--- src/rtl/decade_chain_ctrl_if.sv ---
// decade_chain_ctrl_if: command/status bundle for the decade counter.
// Optional lap input exists only when DECADE_LAP_HOLD_EN is defined.
interface decade_chain_ctrl_if;
    logic        start;
    logic        stop;
    logic        zero;
    logic [15:0] limit;
`ifdef DECADE_LAP_HOLD_EN
    logic        lap;
`endif
    logic [15:0] digits;
    logic        running;
    logic        done;
    logic        step;
    logic        rollover;

    modport slave (
`ifdef DECADE_LAP_HOLD_EN
        input  lap,
`endif
        input  start, stop, zero, limit,
        output digits, running, done, step, rollover
    );

    modport master (
`ifdef DECADE_LAP_HOLD_EN
        output lap,
`endif
        output start, stop, zero, limit,
        input  digits, running, done, step, rollover
    );
endinterface

--- src/rtl/decade_chain_ctrl.sv ---
// decade_chain_ctrl: 4-digit BCD up-counter advancing once every PRESCALE
// clocks while running, with pause/resume, BCD terminal limit and rollover.
// Build option DECADE_LAP_HOLD_EN adds a lap input that freezes the
// displayed digits while counting continues internally.
module decade_chain_ctrl #(
    parameter int PRESCALE = 10
) (
    input  logic                 clk,
    input  logic                 clr,
    decade_chain_ctrl_if.slave   bus
);

    typedef enum logic [1:0] {S_IDLE, S_RUN, S_PAUSE, S_DONE} state_t;

    localparam logic [15:0] PRE_LAST = 16'(PRESCALE - 1);

    state_t      r_state;
    logic [15:0] r_cnt;
    logic [15:0] r_pre;
    logic [15:0] w_inc;
    logic        w_lim_ok;
    logic        w_step;

    // An advance happens only on a RUN cycle at the prescaler terminal value
    // that is not pre-empted by zero or stop.
    assign w_step = (r_state == S_RUN) && (r_pre == PRE_LAST) && !bus.zero && !bus.stop;

    // A limit is usable only if non-zero and every nibble is a BCD digit.
    assign w_lim_ok = (bus.limit != 16'h0000) &&
                      (bus.limit[3:0]   <= 4'd9) && (bus.limit[7:4]   <= 4'd9) &&
                      (bus.limit[11:8]  <= 4'd9) && (bus.limit[15:12] <= 4'd9);

    // BCD ripple increment: a digit moves only while every lower digit is 9.
    always_comb begin
        logic c;
        c     = 1'b1;
        w_inc = r_cnt;
        for (int i = 0; i < 4; i++) begin
            if (c) begin
                if (r_cnt[i*4 +: 4] == 4'd9) begin
                    w_inc[i*4 +: 4] = 4'd0;
                end else begin
                    w_inc[i*4 +: 4] = r_cnt[i*4 +: 4] + 4'd1;
                    c = 1'b0;
                end
            end
        end
    end

    // Control FSM with prescaler and live count; zero > stop > start.
    always_ff @(posedge clk or posedge clr) begin
        if (clr) begin
            r_state <= S_IDLE;
            r_cnt   <= '0;
            r_pre   <= '0;
        end else if (bus.zero) begin
            r_state <= S_IDLE;
            r_cnt   <= '0;
            r_pre   <= '0;
        end else begin
            case (r_state)
                S_IDLE: begin
                    if (bus.start && !bus.stop) begin
                        r_state <= S_RUN;
                        r_pre   <= '0;
                    end
                end
                S_RUN: begin
                    if (bus.stop) begin
                        r_state <= S_PAUSE;
                    end else if (w_step) begin
                        r_pre <= '0;
                        r_cnt <= w_inc;
                        if (w_lim_ok && (w_inc == bus.limit))
                            r_state <= S_DONE;
                    end else begin
                        r_pre <= r_pre + 16'd1;
                    end
                end
                S_PAUSE: begin
                    // Prescaler keeps its held value so the phase resumes.
                    if (bus.start && !bus.stop)
                        r_state <= S_RUN;
                end
                S_DONE: ;
                default: r_state <= S_IDLE;
            endcase
        end
    end

    assign bus.running  = (r_state == S_RUN);
    assign bus.done     = (r_state == S_DONE);
    assign bus.step     = w_step;
    assign bus.rollover = w_step && (r_cnt == 16'h9999);

`ifdef DECADE_LAP_HOLD_EN
    logic        r_hold;
    logic [15:0] r_snap;

    // Lap toggles the display freeze: capture in RUN, release on next lap or zero.
    always_ff @(posedge clk or posedge clr) begin
        if (clr) begin
            r_hold <= 1'b0;
            r_snap <= '0;
        end else if (bus.zero) begin
            r_hold <= 1'b0;
        end else if (bus.lap) begin
            if (r_hold) begin
                r_hold <= 1'b0;
            end else if (r_state == S_RUN) begin
                r_hold <= 1'b1;
                r_snap <= r_cnt;
            end
        end
    end

    assign bus.digits = r_hold ? r_snap : r_cnt;
`else
    assign bus.digits = r_cnt;
`endif

endmodule

--- src/flat_wrapper.sv ---
// flat-port wrapper written by rule: the top's interface ports become plain ports
module decade_chain_ctrl_flat 
#(
    parameter int PRESCALE = 10
)
  (clk, clr, bus_start, bus_stop, bus_zero, bus_limit, bus_digits, bus_running, bus_done, bus_step, bus_rollover);
  decade_chain_ctrl_if bus_i ();
  input  logic clk;
  input  logic clr;
  input wire logic [$bits(bus_i.start)-1:0] bus_start;
  input wire logic [$bits(bus_i.stop)-1:0] bus_stop;
  input wire logic [$bits(bus_i.zero)-1:0] bus_zero;
  input wire logic [$bits(bus_i.limit)-1:0] bus_limit;
  output wire logic [$bits(bus_i.digits)-1:0] bus_digits;
  output wire logic [$bits(bus_i.running)-1:0] bus_running;
  output wire logic [$bits(bus_i.done)-1:0] bus_done;
  output wire logic [$bits(bus_i.step)-1:0] bus_step;
  output wire logic [$bits(bus_i.rollover)-1:0] bus_rollover;
  assign bus_i.start = bus_start;
  assign bus_i.stop = bus_stop;
  assign bus_i.zero = bus_zero;
  assign bus_i.limit = bus_limit;
  assign bus_digits = bus_i.digits;
  assign bus_running = bus_i.running;
  assign bus_done = bus_i.done;
  assign bus_step = bus_i.step;
  assign bus_rollover = bus_i.rollover;
  decade_chain_ctrl #(.PRESCALE(PRESCALE)) u_core (.clk(clk), .clr(clr), .bus(bus_i));
endmodule
--- config.mk ---
export PLATFORM = sky130hd
export DESIGN_NAME = decade_chain_ctrl_flat
export DESIGN_NICKNAME = d
export VERILOG_FILES = /design/src/rtl/decade_chain_ctrl_if.sv /design/src/rtl/decade_chain_ctrl.sv /design/src/flat_wrapper.sv
export SDC_FILE = /design/constraint.sdc
export NUM_CORES = 1
export LEC_CHECK = 0
export ABC_CLOCK_PERIOD_IN_PS = 7500
export CORE_ASPECT_RATIO = 1.1
export CORE_MARGIN = 4
export CORE_UTILIZATION = 25
export DETAILED_ROUTE_END_ITERATION = 10
export GPL_TIMING_DRIVEN = 0
export PLACE_DENSITY = 0.47
export REMOVE_ABC_BUFFERS = 1
export SETUP_SLACK_MARGIN = 0.15
export SLEW_MARGIN = 20
export SYNTH_ARGS = -nofsm -noshare
export SYNTH_HDL_FRONTEND = slang
export SYNTH_SLANG_ARGS = --single-unit
--- constraint.sdc ---
create_clock -name clk -period 7.5 [get_ports clk]
set_clock_uncertainty 0.1 [all_clocks]
set_input_delay 1.125 -clock clk [delete_from_list [all_inputs] [get_ports clk]]
set_output_delay 1.125 -clock clk [all_outputs]
set_load 0.1 [all_outputs]
# [Word-level counts from Yosys, hierarchy flattened]
# Index checks and enable logic that the tools add are counted.
# Widths: inputs -> output; s select.
[op_classes] shifts=0 div=0 order_cmp=4 multipliers=0 n_bitwise=0 n_addsub=5 eq_ne=16 mux=27 reduce_logical=22
[op_table] operator="$mux 16" n=8
[op_table] operator="$pmux 16 s2" n=1
[op_table] operator="$mux 4" n=7
[op_table] operator="$add 16x1->16 const B" n=1
[op_table] operator="$add 4x1->4 const B" n=4
[op_table] operator="$eq 16x16->1" n=1
[op_table] operator="$eq 16x16->1 const B" n=1
[op_table] operator="$eq 16x4->1 const B" n=1
[op_table] operator="$eq 4x4->1 const B" n=4
[op_table] operator="$le 4x4->1 const B" n=4
[op_table] operator="$reduce_bool 16->1" n=1
[op_table] operator="$logic_and 1x1->1" n=10
[op_table] operator="$mux 2" n=5
[op_table] operator="$ne 4x3->1 const B" n=2
[op_table] operator="$reduce_and 3->1" n=2
[op_table] operator="$reduce_bool 3->1" n=2
[op_table] operator="$mux 1" n=5
[op_table] operator="$eq 2x2->1 const B" n=2
[op_table] operator="$pmux 2 s2" n=1
[op_table] operator="$reduce_and 4->1" n=1
[op_table] operator="$reduce_bool 2->1" n=2
[op_table] operator="$ne 3x1->1 const B" n=1
[op_table] operator="$ne 3x2->1 const B" n=1
[op_table] operator="$ne 3x3->1 const B" n=1
[op_table] operator="5 further kinds" n=6
[word_totals] wordCells=77 n_memories=0 romBits=0 latchBits=0 reg_bits=34 mem_bits_rw=0 in_bits=21 out_inout_bits=20

# [Longest topological paths before layout]
[logic_depth] word_depth=12 depth_mapped=9 depth_no_buf=8

# [Worst setup path before layout]
# No wires, ideal clock.
[synth_timing] path_type="in2out" from="input port bus_zero" to="output port bus_rollover" arrival_time_ns=5.341 n_path_buf=0 cell_stages=5 required_ns=6.275 path_slack_ns=0.934 path_cell_list="nor3b_1 > nand3_1 > nor2_1 > nand2_1 > nor3_1"
[synth_between] elab_chain_cells=4
[synth_lines] item="from (decl)" line_no="flat_wrapper.sv:12" text="input wire logic [$bits(bus_i.zero)-1:0] bus_zero;"
[synth_lines] item="$logic_not 1->1" line_no="decade_chain_ctrl.sv:26" text="assign w_step = (r_state == S_RUN) && (r_pre == PRE_LAST) && !bus.zero && !bus.stop;"
[synth_lines] item="$logic_and 1x1->1 (2 in series)" line_no="decade_chain_ctrl.sv:26"
[synth_lines] item="named net bus_step" line_no="flat_wrapper.sv:17" text="output wire logic [$bits(bus_i.step)-1:0] bus_step;"
[synth_lines] item="$logic_and 1x1->1" line_no="decade_chain_ctrl.sv:94" text="assign bus.rollover = w_step && (r_cnt == 16'h9999);"
[synth_lines] item="to (decl)" line_no="flat_wrapper.sv:18" text="output wire logic [$bits(bus_i.rollover)-1:0] bus_rollover;"
# The timed path passes the listed nets, and every way through them passes these cells.

# [Worst setup path in the final report]
[layout_timing] from="input port bus_zero" to="output port bus_rollover"
[layout_between] elab_chain_cells=4
[layout_lines] item="$logic_not 1->1" line_no="decade_chain_ctrl.sv:26"
[layout_lines] item="$logic_and 1x1->1 (2 in series)" line_no="decade_chain_ctrl.sv:26"
[layout_lines] item="$logic_and 1x1->1" line_no="decade_chain_ctrl.sv:94"
# Every way passes these cells.

==> flow_summary.rst <==
.. list-table::
   :header-rows: 1

   * - Metric
     - Value
   * - Pin count of the biggest net entering global routing
     - 28
   * - Number of buffers inserted by post-CTS setup repair
     - 0
   * - Initial core utilization
     - 25.6%
   * - Synthesized netlist cell count
     - 311
   * - P per Cell Area
     - 128 nW/um^2
   * - Worst hold path type
     - reg2reg
   * - Proportion of layout cells with a drive suffix above 1
     - 4.32%
   * - TritonCTS clock tree
     - built
   * - Width of the die
     - 104 um
   * - Post-synth EDFFs
     - 0
   * - Overall fraction of global-route tracks in use
     - 12.8%
   * - Slew at the pin closest to its max-slew limit
     - 1.07 ns
   * - Delay-heaviest family, CP
     - buffers and inverters
   * - Number of setup violations in the final report
     - 0
   * - Final Hold Violating Endpoints
     - 0
   * - Share of Yosys cell area claimed by the top area cell type
     - 33.8%
   * - Total Nets Final
     - 376
   * - Worst Setup End Kind
     - output port
   * - Standard cell core area
     - between 9000 and 10000 um^2
   * - Post-Syn Area
     - 2520 um^2
   * - Number of warnings reported in the yosys synthesis log
     - 0
   * - Fin. max-slew vios
     - 0
   * - Top FF cell, synth
     - dfrtp_1
   * - Share of synthesized area occupied by flip-flops and latches
     - 33.8%
   * - Max-capacitance violation count
     - 0
   * - Stage delay of the slowest cell on the critical path
     - 1.17 ns
   * - Non-Filler Cell Area, Final
     - 3150 um^2
   * - Top cell by count, worst path
     - clkdlybuf4s50_1
   * - Final weighted congestion of routability-driven global placement
     - 0.897
   * - Total negative slack for setup checks
     - 0 ns
   * - Max Clock Freq
     - 0.183 GHz
   * - Run status
     - finished, final reports clean
   * - Number of buffers created by CTS
     - 5
   * - Total gr overflow
     - 0
   * - Leakage power summed over all cells
     - 1.18 nW
   * - Final HPWL from detailed placement
     - 5520 um
   * - Routed Antenna Nets
     - 0
   * - Distinct cell type count of the synthesized netlist
     - 50
   * - # hold bufs at CTS
     - 0
   * - Routed wire per std cell
     - 15.8 um
   * - Synthesis-to-finish area growth
     - 25.2%
   * - Number of placed I/O pins
     - 41
   * - Diodes inserted
     - 0
   * - Post-route clock period utilization
     - 72.7%
   * - Drc violations
     - 0
   * - Buffers from clock root to sink, at most
     - 2
   * - Number of antenna violations at the first check in global routing
     - 0
   * - Cell with the largest stage delay on the worst path
     - clkdlybuf4s50_1
   * - H-tree depth
     - 2
   * - Post-synth top area cell
     - dfrtp_1
   * - Critical path fanouts, max
     - 8
   * - Placement-stage cell area
     - ~3000 um^2
   * - Cell types with the largest area share after synthesis
     - dfrtp_1, o21ai_0, nand2_1, ha_1, xnor2_1
   * - Post-CTS clock slew at the launch and capture registers of the worst setup and hold paths
     - 0.07 ns
   * - Worst skew pair latency
     - 0.28 ns
   * - Proportion of register bits with asynchronous set or reset after synthesis
     - 100%
   * - Root Buffer
     - clkbuf_8
   * - Path type of the worst setup path
     - in2out
   * - Global-route wire length before repair
     - 12300 um
   * - Die height
     - 113 um
   * - Kind of start point of the critical path
     - input port
   * - Count of buffer and inverter cells on the critical path
     - 2
   * - Placement Rows
     - 38
   * - Number of cells upsized or downsized after cts
     - 0
   * - Synth Area per Inst
     - 8.10 um^2
   * - Arrival time worst endpoint
     - roughly 4.2 ns
   * - Starting DRT DRC Count
     - 85
   * - Detailed-route via count
     - 2488
   * - Critical path cell sequence
     - clkdlybuf4s50_1 -> nor3b_1 -> nand3_1 -> nor2_1 -> nand2_1 -> nor3_1 -> clkdlybuf4s50_1
   * - Worst relative slew slack
     - 28.5%
   * - Clock period minus worst slack
     - 5.45 ns
   * - Number of global-route vias before repair
     - 2408
   * - Ratio of routed vias to standard cells
     - 5.33
   * - Sinks on the clock net
     - 34
   * - RSZ-0062 raised after global routing
     - no
   * - IO Port Bufs
     - 40
   * - Total wire length after detailed routing
     - 7370 um
   * - Detailed-router iteration count before antenna repair
     - 4
   * - Worst vdd ir
     - 93.9 uV
   * - Fillers
     - slightly above 1000
   * - Post-synthesis sequential element count
     - 34
   * - Required @ worst endpoint
     - 6.27 ns
   * - Die area
     - 11700 um^2
-- worst paths after layout --
kind	to	slack (ns)	cells past startpoint	start
min reg2reg	u_core.r_pre[1]	0.46	2	u_core.r_pre[1]
max	bus_rollover	2.05	7	bus_zero
max reg2reg	u_core.r_state[1]	4.24	6	u_core.bus.digits[0]
max in group asynchronous	u_core.r_pre[14]	5.93	3	clr
min in group asynchronous	u_core.bus.digits[13]	0.96	2	clr
min	u_core.r_pre[1]	0.46	2	u_core.r_pre[1]
-- Yosys cell counts, types with 2 or more instances --
| library cell | n |
|---|---|
| nand2_1 | 38 |
| o21ai_0 | 35 |
| dfrtp_1 | 34 |
| nor2_1 | 22 |
| a21oi_1 | 15 |
| nand3_1 | 13 |
| nor4_1 | 11 |
| xnor2_1 | 11 |
| inv_1 | 10 |
| o31ai_1 | 10 |
| clkbuf_1 | 9 |
| xor2_1 | 9 |
| ha_1 | 8 |
| nor3_1 | 8 |
| or3_1 | 6 |
| nand2b_1 | 5 |
| a21o_1 | 4 |
| and3b_1 | 4 |
| nand4_1 | 4 |
| o41ai_1 | 4 |
| a211oi_1 | 3 |
| a31oi_1 | 3 |
| and4_1 | 3 |
| mux2i_1 | 3 |
| nand3b_1 | 3 |
| nor3b_1 | 3 |
| a22oi_1 | 2 |
| and2_1 | 2 |
| and3_1 | 2 |
| nand4b_1 | 2 |
| nor2b_1 | 2 |
| nor4bb_1 | 2 |
| o211ai_1 | 2 |
| or2_2 | 2 |
| or4_1 | 2 |
-- layout make-up --
| type | instances | area, um^2 | share of cell area (%) |
|---|---|---|---|
| repair buffers | 41 | 420 | 13.3 |
| flip-flops and latches | 34 | 851 | 27.0 |
| clock buffers | 6 | 82.6 | 2.62 |
| clock inverters | 1 | 30.0 | 0.952 |
| multi-input cells | 255 | 1580 | 50.2 |
| well taps | 120 | 150 | 4.76 |
| inverters | 10 | 37.5 | 1.19 |
-- stage by stage --
| stage | hold WS, ns | worst slack, ns | util [%] | power, W | cells |
|---|---|---|---|---|---|
| after floorplan | 0.388 | 0.934 | - | 0.000208 | 299 |
| after global placement | 0.423 | 2.07 | 30.6 | 0.000230 | 459 |
| after detailed placement | 0.435 | 2.08 | 30.9 | 0.000231 | 460 |
| after CTS | 0.448 | 2.05 | 32.0 | 0.000413 | 467 |
| after global routing | 0.488 | 1.81 | 32.0 | 0.000425 | 467 |
| final | 0.459 | 2.05 | 32.0 | 0.000404 | 467 |
-- worst reg2reg max path, stage by stage, from the launching register on --
cell	delay (ns)
dfrtp_1	0.60
nand4bb_1	0.70
or4_4	0.77
nand3_2	0.09
o211ai_1	0.09
or4_1	0.56
o31ai_1	0.26
-- cells in the final DEF (no fill, tap or decap), types with 4 or more instances in the layout --
cell / Yosys / layout
nor2_1: 22 / 22
xnor2_1: 11 / 11
o31ai_1: 10 / 10
nand2b_1: 5 / 5
dfrtp_1: 34 / 34
or3_1: 6 / 6
nand2_1: 38 / 38
inv_1: 10 / 9
clkdlybuf4s50_1: 0 / 40
and3b_1: 4 / 4
clkbuf_8: 0 / 6
o41ai_1: 4 / 4
nor3_1: 8 / 8
nor4_1: 11 / 11
nand3_1: 13 / 13
xor2_1: 9 / 9
a21o_1: 4 / 4
o21ai_0: 35 / 35
a21oi_1: 15 / 15
nand4_1: 4 / 4
ha_1: 8 / 8
-- metal layers --
metal  global-route usage (%)  vias to the layer above  part of all wire [%]
li1                         -                     1218                     -
met1                     16.8                     1209                    48
met2                     21.4                       50                    47
met3                     2.80                       11                   3.4
met4                     3.72                        0                   1.4
met5                        0                        -                     0
-- power by group --
group	switching (W)	internal [W]	leakage (nW)
logic	0.0000238	0.0000184	0.646
clock network	0.0000710	0.000106	0.0573
registers	0.000000962	0.000184	0.474
total	0.0000957	0.000309	1.18
-- logic make-up after synthesis --
kind of cell	count (synthesis)	synth area share (%)
buffers and inverters	22	3.68
adders and majority gates	8	3.97
AOI/OAI and AO/OA	86	20.9
DFF	34	33.8
muxes	3	1.19
xor gates and xnor gates	20	6.95
and+or+nand+nor	138	29.6
-- flip-flops by register name, indices dropped and copies added, names as in the netlist --
| signal | flops |
|---|---|
| u_core.r_pre | 16 |
| u_core.bus.digits | 16 |
| u_core.r_state | 2 |
Note: power is estimated with default switching activity, not from simulation.
